[src/rtl/gpr_scan_reader.sv]
// gpr_scan_reader: streams all 32 GPRs, two per read cycle, over a valid/ready port.
module gpr_scan_reader (
  input  logic        clk,
  input  logic        reset,
  input  logic        start,
  input  logic        abort,
  output logic [4:0]  Rs,
  output logic [4:0]  Rt,
  input  logic [31:0] busA,
  input  logic [31:0] busB,
  output logic [31:0] data_out,
  output logic [4:0]  data_idx,
  output logic        data_valid,
  input  logic        data_ready,
  output logic        busy,
  output logic        done
);
  typedef enum logic [2:0] {IDLE, READ, OUT_A, OUT_B, DONE} state_t;
  state_t      state_q, state_d;
  logic [3:0]  p_q, p_d;
  logic [4:0]  rs_q, rs_d, rt_q, rt_d, idx_q, idx_d;
  logic [31:0] buf_a_q, buf_a_d, buf_b_q, buf_b_d, out_q, out_d;
  logic        valid_q, valid_d, busy_q, busy_d, done_q, done_d;
  always_comb begin
    state_d = state_q;
    p_d     = p_q;
    rs_d    = rs_q;
    rt_d    = rt_q;
    if (abort && state_q != IDLE) state_d = IDLE;
    else
      case (state_q)
        IDLE: if (start) begin
          state_d = READ;
          p_d     = 4'd0;
          rs_d    = 5'd0;
          rt_d    = 5'd1;
        end
        READ:  state_d = OUT_A;
        OUT_A: if (data_ready) state_d = OUT_B;
        OUT_B: if (data_ready) begin
          if (p_q == 4'd15) state_d = DONE;
          else begin
            state_d = READ;
            p_d     = p_q + 4'd1;
            rs_d    = {p_d, 1'b0};
            rt_d    = {p_d, 1'b1};
          end
        end
        DONE:    state_d = IDLE;
        default: state_d = IDLE;
      endcase
    buf_a_d = state_q == READ ? busA : buf_a_q;
    buf_b_d = state_q == READ ? busB : buf_b_q;
    // Outputs are precomputed from the next state so every port comes straight from a flop.
    out_d   = state_d == OUT_A ? buf_a_d : state_d == OUT_B ? buf_b_q : out_q;
    idx_d   = state_d == OUT_A ? {p_d, 1'b0} : state_d == OUT_B ? {p_d, 1'b1} : idx_q;
    valid_d = state_d == OUT_A || state_d == OUT_B;
    busy_d  = state_d != IDLE;
    done_d  = state_d == DONE;
  end
  always_ff @(posedge clk or posedge reset)
    if (reset) begin
      state_q <= IDLE;
      p_q     <= '0;
      rs_q    <= '0;
      rt_q    <= '0;
      idx_q   <= '0;
      buf_a_q <= '0;
      buf_b_q <= '0;
      out_q   <= '0;
      valid_q <= 1'b0;
      busy_q  <= 1'b0;
      done_q  <= 1'b0;
    end else begin
      state_q <= state_d;
      p_q     <= p_d;
      rs_q    <= rs_d;
      rt_q    <= rt_d;
      idx_q   <= idx_d;
      buf_a_q <= buf_a_d;
      buf_b_q <= buf_b_d;
      out_q   <= out_d;
      valid_q <= valid_d;
      busy_q  <= busy_d;
      done_q  <= done_d;
    end
  assign Rs         = rs_q;
  assign Rt         = rt_q;
  assign data_out   = out_q;
  assign data_idx   = idx_q;
  assign data_valid = valid_q;
  assign busy       = busy_q;
  assign done       = done_q;
endmodule

[config.mk]
export PLATFORM = sky130hd
export DESIGN_NAME = gpr_scan_reader
export DESIGN_NICKNAME = d
export VERILOG_FILES = /design/src/rtl/gpr_scan_reader.sv
export SDC_FILE = /design/constraint.sdc
export NUM_CORES = 1
export LEC_CHECK = 0
export ABC_AREA = 1
export BUFFER_PORTS_ARGS = -buffer_cell sky130_fd_sc_hd__buf_2
export CAP_MARGIN = 30
export CORE_UTILIZATION = 49
export DETAILED_ROUTE_END_ITERATION = 10
export PLACE_DENSITY = 0.76
export SYNTH_ARGS = -nofsm -noshare
export SYNTH_HDL_FRONTEND = slang
export SYNTH_SLANG_ARGS = --single-unit
export TNS_END_PERCENT = 5
[constraint.sdc]
create_clock -name clk -period 3.1 [get_ports clk]
set_input_delay 0.155 -clock clk [delete_from_list [all_inputs] [get_ports clk]]
set_output_delay 0.155 -clock clk [all_outputs]
set_load 0.005 [all_outputs]
---- Word level (Yosys, flattened, before mapping) ----
Index checks and enable logic that the tools add are counted.
cells by class
  bitwise gates (word level) .............. 1
  shift operators ......................... 0
  order comparisons ....................... 0
  divide/modulo/power cells ............... 0
  mux-type cells .......................... 24
  reduce and logical (&&, ||, !) cells .... 8
  eq/ne operators ......................... 10
  multiply operators ...................... 0
  add/subtract/negate cells ............... 1
operators by type and width
  cell                                           number
  2-to-1 mux 32 bit                              3
  2-to-1 mux 5 bit                               8
  case mux 5 bit (2 select lines)                2
  2-to-1 mux 4 bit                               4
  2-to-1 mux 3 bit                               5
  == test 3 x 2 -> 1 bit, second input constant  4
  case mux 3 bit (4 select lines)                1
  case mux 4 bit (2 select lines)                1
  != test 2 bit, second input constant           3
  nonzero test 3 bit                             2
  AND reduction 5 bit                            1
  adder 4 x 1 -> 4 bit, second input constant    1
  == test 4 bit, second input constant           1
  nonzero test 2 bit                             2
  == test 3 x 1 -> 1 bit, second input constant  1
  == test 3 bit, second input constant           1
  zero test 3 bit                                1
  logical AND 1 bit                              1
  logical OR 1 bit                               1
  NOT 1 bit                                      1
storage, ports and cells
  latch bits .............................. 0
  word-level logic and storage cells ...... 55
  ROM bits ................................ 0
  memories kept ........................... 0
  output and inout bits ................... 50
  bits of input ports ..................... 69
  register bits after elaboration ......... 121
  bits in writable memories ............... 0

---- Longest topological paths before layout ----
  depth in word-level cells ............... 8
  depth in mapped cells ................... 11
  depth with buffers taken out ............ 10

---- Worst setup path after synthesis ----
Ideal clock, no wire load.
  path kind ............................... reg2reg
  from .................................... register state_q[2]
  to ...................................... register idx_q[1], in the netlist data_idx[1]
  data arrival time ....................... 1.302 ns
  buffers on the path ..................... 0
  cell stages (with the launch flop) ...... 10
  path slack .............................. 1.682 ns
  required time ........................... 2.984 ns
  library setup time ...................... 0.116 ns
  clock period less this slack ............ 1.418 ns
  cells stage by stage .................... dfrtp_1 > nor2_4 > nand2_4 > or2_1 > nand3_2 > inv_2 > nand2_1 > nand2_1 > nand2_1 > nand2_1
on the way
  longest elaborated chain between the ends .. 5
  elaborated cells between the ends (all ways) .. 18
  classes of those cells .................. eq/ne (5); mux (9); reduce/logical (4)
ends and longest elaborated chain
  element                                                     RTL line  RTL
  start: declaration                                          19        state_t state_q, state_d;
  start signal: assignment                                    75        state_q <= state_d;
  == test 3 x 2 -> 1 bit (tied with other cells)              31        case (state_q)
  case mux 3 bit (4 select lines) (tied with other cells)     31
  2-to-1 mux 3 bit or 2-to-1 mux 4 bit (tied branches)        29        if (abort && state_q != IDLE) state_d = IDLE;
  == test 3 x 2 -> 1 bit or 2-to-1 mux 5 bit (tied branches)  56        idx_d = state_d == OUT_A ? {p_d, 1'b0} : state_d == OUT_B ? {p_d, 1'b1} : idx_q;
  2-to-1 mux 5 bit (*)                                        56
  named net idx_d[1]                                          21        logic [4:0] rs_q, rs_d, rt_q, rt_d, idx_q, idx_d;
  end signal: assignment                                      79        idx_q <= idx_d;
  end: declaration                                            21
Mark *: on every way through the listed nets, which the timed path passes. The rest lies on a longest branch. The select of a mux whose other input is x is not followed.
A chain may end at the register's enable or synchronous reset.

---- Final worst setup path ----
  from .................................... register state_q[2]
  to ...................................... register out_q[1], in the netlist data_out[1]
on the way
  longest elaborated chain between the ends .. 5
  elaborated cells between the ends (all ways) .. 16
  classes of those cells .................. eq/ne (5); mux (7); reduce/logical (4)
ends and longest elaborated chain
  element                                                               RTL line  RTL
  == test 3 x 2 -> 1 bit (tied with other cells)                        31
  case mux 3 bit (4 select lines) or logical AND 1 bit (tied branches)  31, 29
  2-to-1 mux 3 bit                                                      29
  == test 3 x 2 -> 1 bit                                                55        out_d = state_d == OUT_A ? buf_a_d : state_d == OUT_B ? buf_b_q : out_q;
  2-to-1 mux 32 bit or nonzero test 2 bit (tied branches)               --
  end signal: assignment                                                82        out_q <= out_d;
  end: declaration                                                      22        logic [31:0] buf_a_q, buf_a_d, buf_b_q, buf_b_d, out_q, out_d;
Parallel ways exist; a longest one is shown, timed or not.

==> summary.md <==
| Metric | Value |
|---|---|
| Global-route wire length before repair | `22.24 mm` |
| Syn Area/Cell | `9.313 um2` |
| WP data arrival | `2840 ps` |
| Fraction of layout cells with a size suffix above 1 | `0.2684` |
| Final setup fails | `0` |
| Number of enable flip-flop cells after synthesis | `0` |
| Routed Antenna Nets | `0` |
| Final hold violation count | `0` |
| Slew headroom | `0.4866` |
| Area Overhead vs Synth | `36.78%` |
| Setup CP Type | `reg -> reg` |
| Post-synth ARST share | `1.000` |
| Clock Skews | `8.384 ps` |
| Distinct cells, synth | `30` |
| Die W | `105.2 um` |
| Final worst slack | `657.1 ps` |
| CTS buffer count | `17` |
| Drc violations | `0` |
| Sequential share of power | `0.339` |
| Maxcap violations | `0` |
| Initial antenna violation count | `0` |
| Maximum VDD drop | `0.0005793 V` |
| P_int | `4.824 mW` |
| Yosys warns | `0` |
| Die H | `105.2 um` |
| Core area | `10320 um2` |
| FMAX | `409.4 MHz` |
| First-pass iteration count of the detailed router | `5` |
| CTS Root Cell | `clkbuf_8` |
| Clock sink count | `116` |
| Setup TNS | `0 ps` |
| GP Congestion | `0.8626` |
| CP max FO | `25` |
| Total wire length | `13.13 mm` |
| Final hold slack | `172.9 ps` |
| Clock power share | `0.276` |
| Ports | `119` |
| HP Class | `in -> reg` |
| Post-Place Setup Slack | `707.1 ps` |
| Worst setup SP type | `register` |
| Vias after detailed routing | `4528` |
| Port Buffers | `117` |
| # Post-CTS Setup Buffers | `0` |
| Register clock-pin slew on the reported worst setup and hold paths | `50 ps` |
| Worst slew pin tran | `770.1 ps` |
| Grt total ovfl | `0` |
| Post-cts resize count | `0` |
| Register bit total from synthesis | `116` |
| RSZ-0062 raised after global routing | `no` |
| Post-synth net total | `630` |
| Largest net degree at the start of global routing | `117` |
| Logic pwr share | `0.385` |
| Hold_buf cts | `68` |
| Cell row count | `37` |
| H-Tree Level Count | `4` |
| Fin crit share | `0.7880` |
| Fillers | `809` |
| CTS tree | `yes` |
| Die area | `11060 um2` |
| DR WL/cell | `14.84 um` |
| Mapped Cells | `560` |
| Tot GR Track Use | `0.2595` |
| Vias in the first global route | `4801` |
| P per Cell Area | `1064 nW/um2` |
| CP endpoint kind | `register` |
| Leading cell type in the layout, fill and taps excluded | `nand2_1` |
| Net Sw Frac | `0.3644` |
| Via/cell ratio | `5.116` |
| Final HPWL DP | `7.759 mm` |
| Main synth FF type | `dfrtp_1` |
| Post-Syn Area | `5215 um2` |
| Seq/Total Area, Yosys | `0.5566` |
| Clock latency on the worst-skew pair | `510 ps` |
| Required @ worst endpoint | `3500 ps` |
| Commonest non-fill, non-tap cells in the layout | `nand2_1, buf_2, dfrtp_1, nand3_1, dlygate4sd3_1` |
| Clk buf depth | `2` |
| Min cycle time layout | `2443 ps` |
| Initial Util | `0.5052` |
| Antenna Cells | `0` |
| Leak | `3.665 nW` |
| Nets | `806` |
| Drt initial violations | `255` |
| Net load switching power | `2.766 mW` |
| Max-slew violation count | `0` |
| Status | `completed` |
cell usage after synthesis (all sizes together) (2+ instances only):
library cell,count,area share
nand3,104,0.10
or2,33,0.040
nand2,171,0.13
nand4,2,0.0024
inv,44,0.032
a211oi,2,0.0029
clkbuf,6,0.0046
dfrtp,116,0.56
nor2,11,0.011
mux2,33,0.071
buf,29,0.039
cell families after synthesis:
group | after synthesis | share of synthesized area
compound gates | 5 | 0.006477
buf+inv | 80 | 0.07581
xor+xnor | 1 | 0.001680
mux | 33 | 0.07126
simple gates | 323 | 0.2850
other cells | 1 | 0.0007191
flops | 116 | 0.5566
fa+ha+maj | 1 | 0.002399
layer usage:
layer / part of all wire / global-route usage / up-vias
li1: - / - / 2130
met3: 0.047 / 0.05677 / 40
met5: 0 / 0 / -
met2: 0.51 / 0.4300 / 162
met1: 0.41 / 0.3127 / 2196
met4: 0.036 / 0.1499 / 0
sequential cells by signal, indices dropped and copies added (netlist names), 3 cells and up:
signal	flops
data_out	32
Rt	4
p_q	4
state_q	3
buf_a_q	32
buf_b_q	32
data_idx	5
through the flow:
step                cell area (um2)  total power, mW  utilization  instances
finish                         7133            7.589       0.6909        885
detailed placement             5816            5.393       0.5633        785
floorplan                      5219            4.644            -        560
CTS                            7133            7.606       0.6909        885
global placement               5816            5.227       0.5633        785
global route                   7133            8.144       0.6909        885
worst max-delay path, stage by stage, from the launching register on:
cell     delay (ps)
dfrtp_1         440
nor2_4          330
buf_4           330
nand2_2          80
nand2_1         120
nand2_4          80
inv_2           310
buf_4           340
nand3_1         150
nand2_1          90
inv_1            40
power groups by stage:
stage	clock, mW	combinational [mW]	sequential [mW]
after global placement	0	2.67	2.56
after detailed placement	0	2.80	2.59
after CTS	2.12	2.91	2.58
after global routing	2.19	3.30	2.65
final	2.09	2.92	2.58
after floorplan	0	2.13	2.51
final timing paths:
kind / cells past startpoint / start / slack, ps / to
max: 10 / state_q[2] / 660 / data_out[1]
min reg2reg: 1 / Rt[0] / 460 / Rt[0]
min: 5 / start / 170 / p_q[2]
min in group asynchronous: 4 / reset / 370 / buf_b_q[25]
max in group asynchronous: 4 / reset / 2290 / buf_a_q[2]
max reg2reg: 10 / state_q[2] / 660 / data_out[1]
area by class of cell:
| cell class | count | area (um2) | share of cell area |
|---|---|---|---|
| clock buffers | 19 | 431.7 | 0.06052 |
| flip-flops and latches | 116 | 2903 | 0.4069 |
| well taps | 136 | 170.2 | 0.02386 |
| multi-input cells | 364 | 1919 | 0.2691 |
| inverters | 45 | 172.7 | 0.02421 |
| clock inverters | 13 | 205.2 | 0.02877 |
| repair buffers | 192 | 1331 | 0.1866 |
No activity file was read; power rests on OpenSTA's default activity.
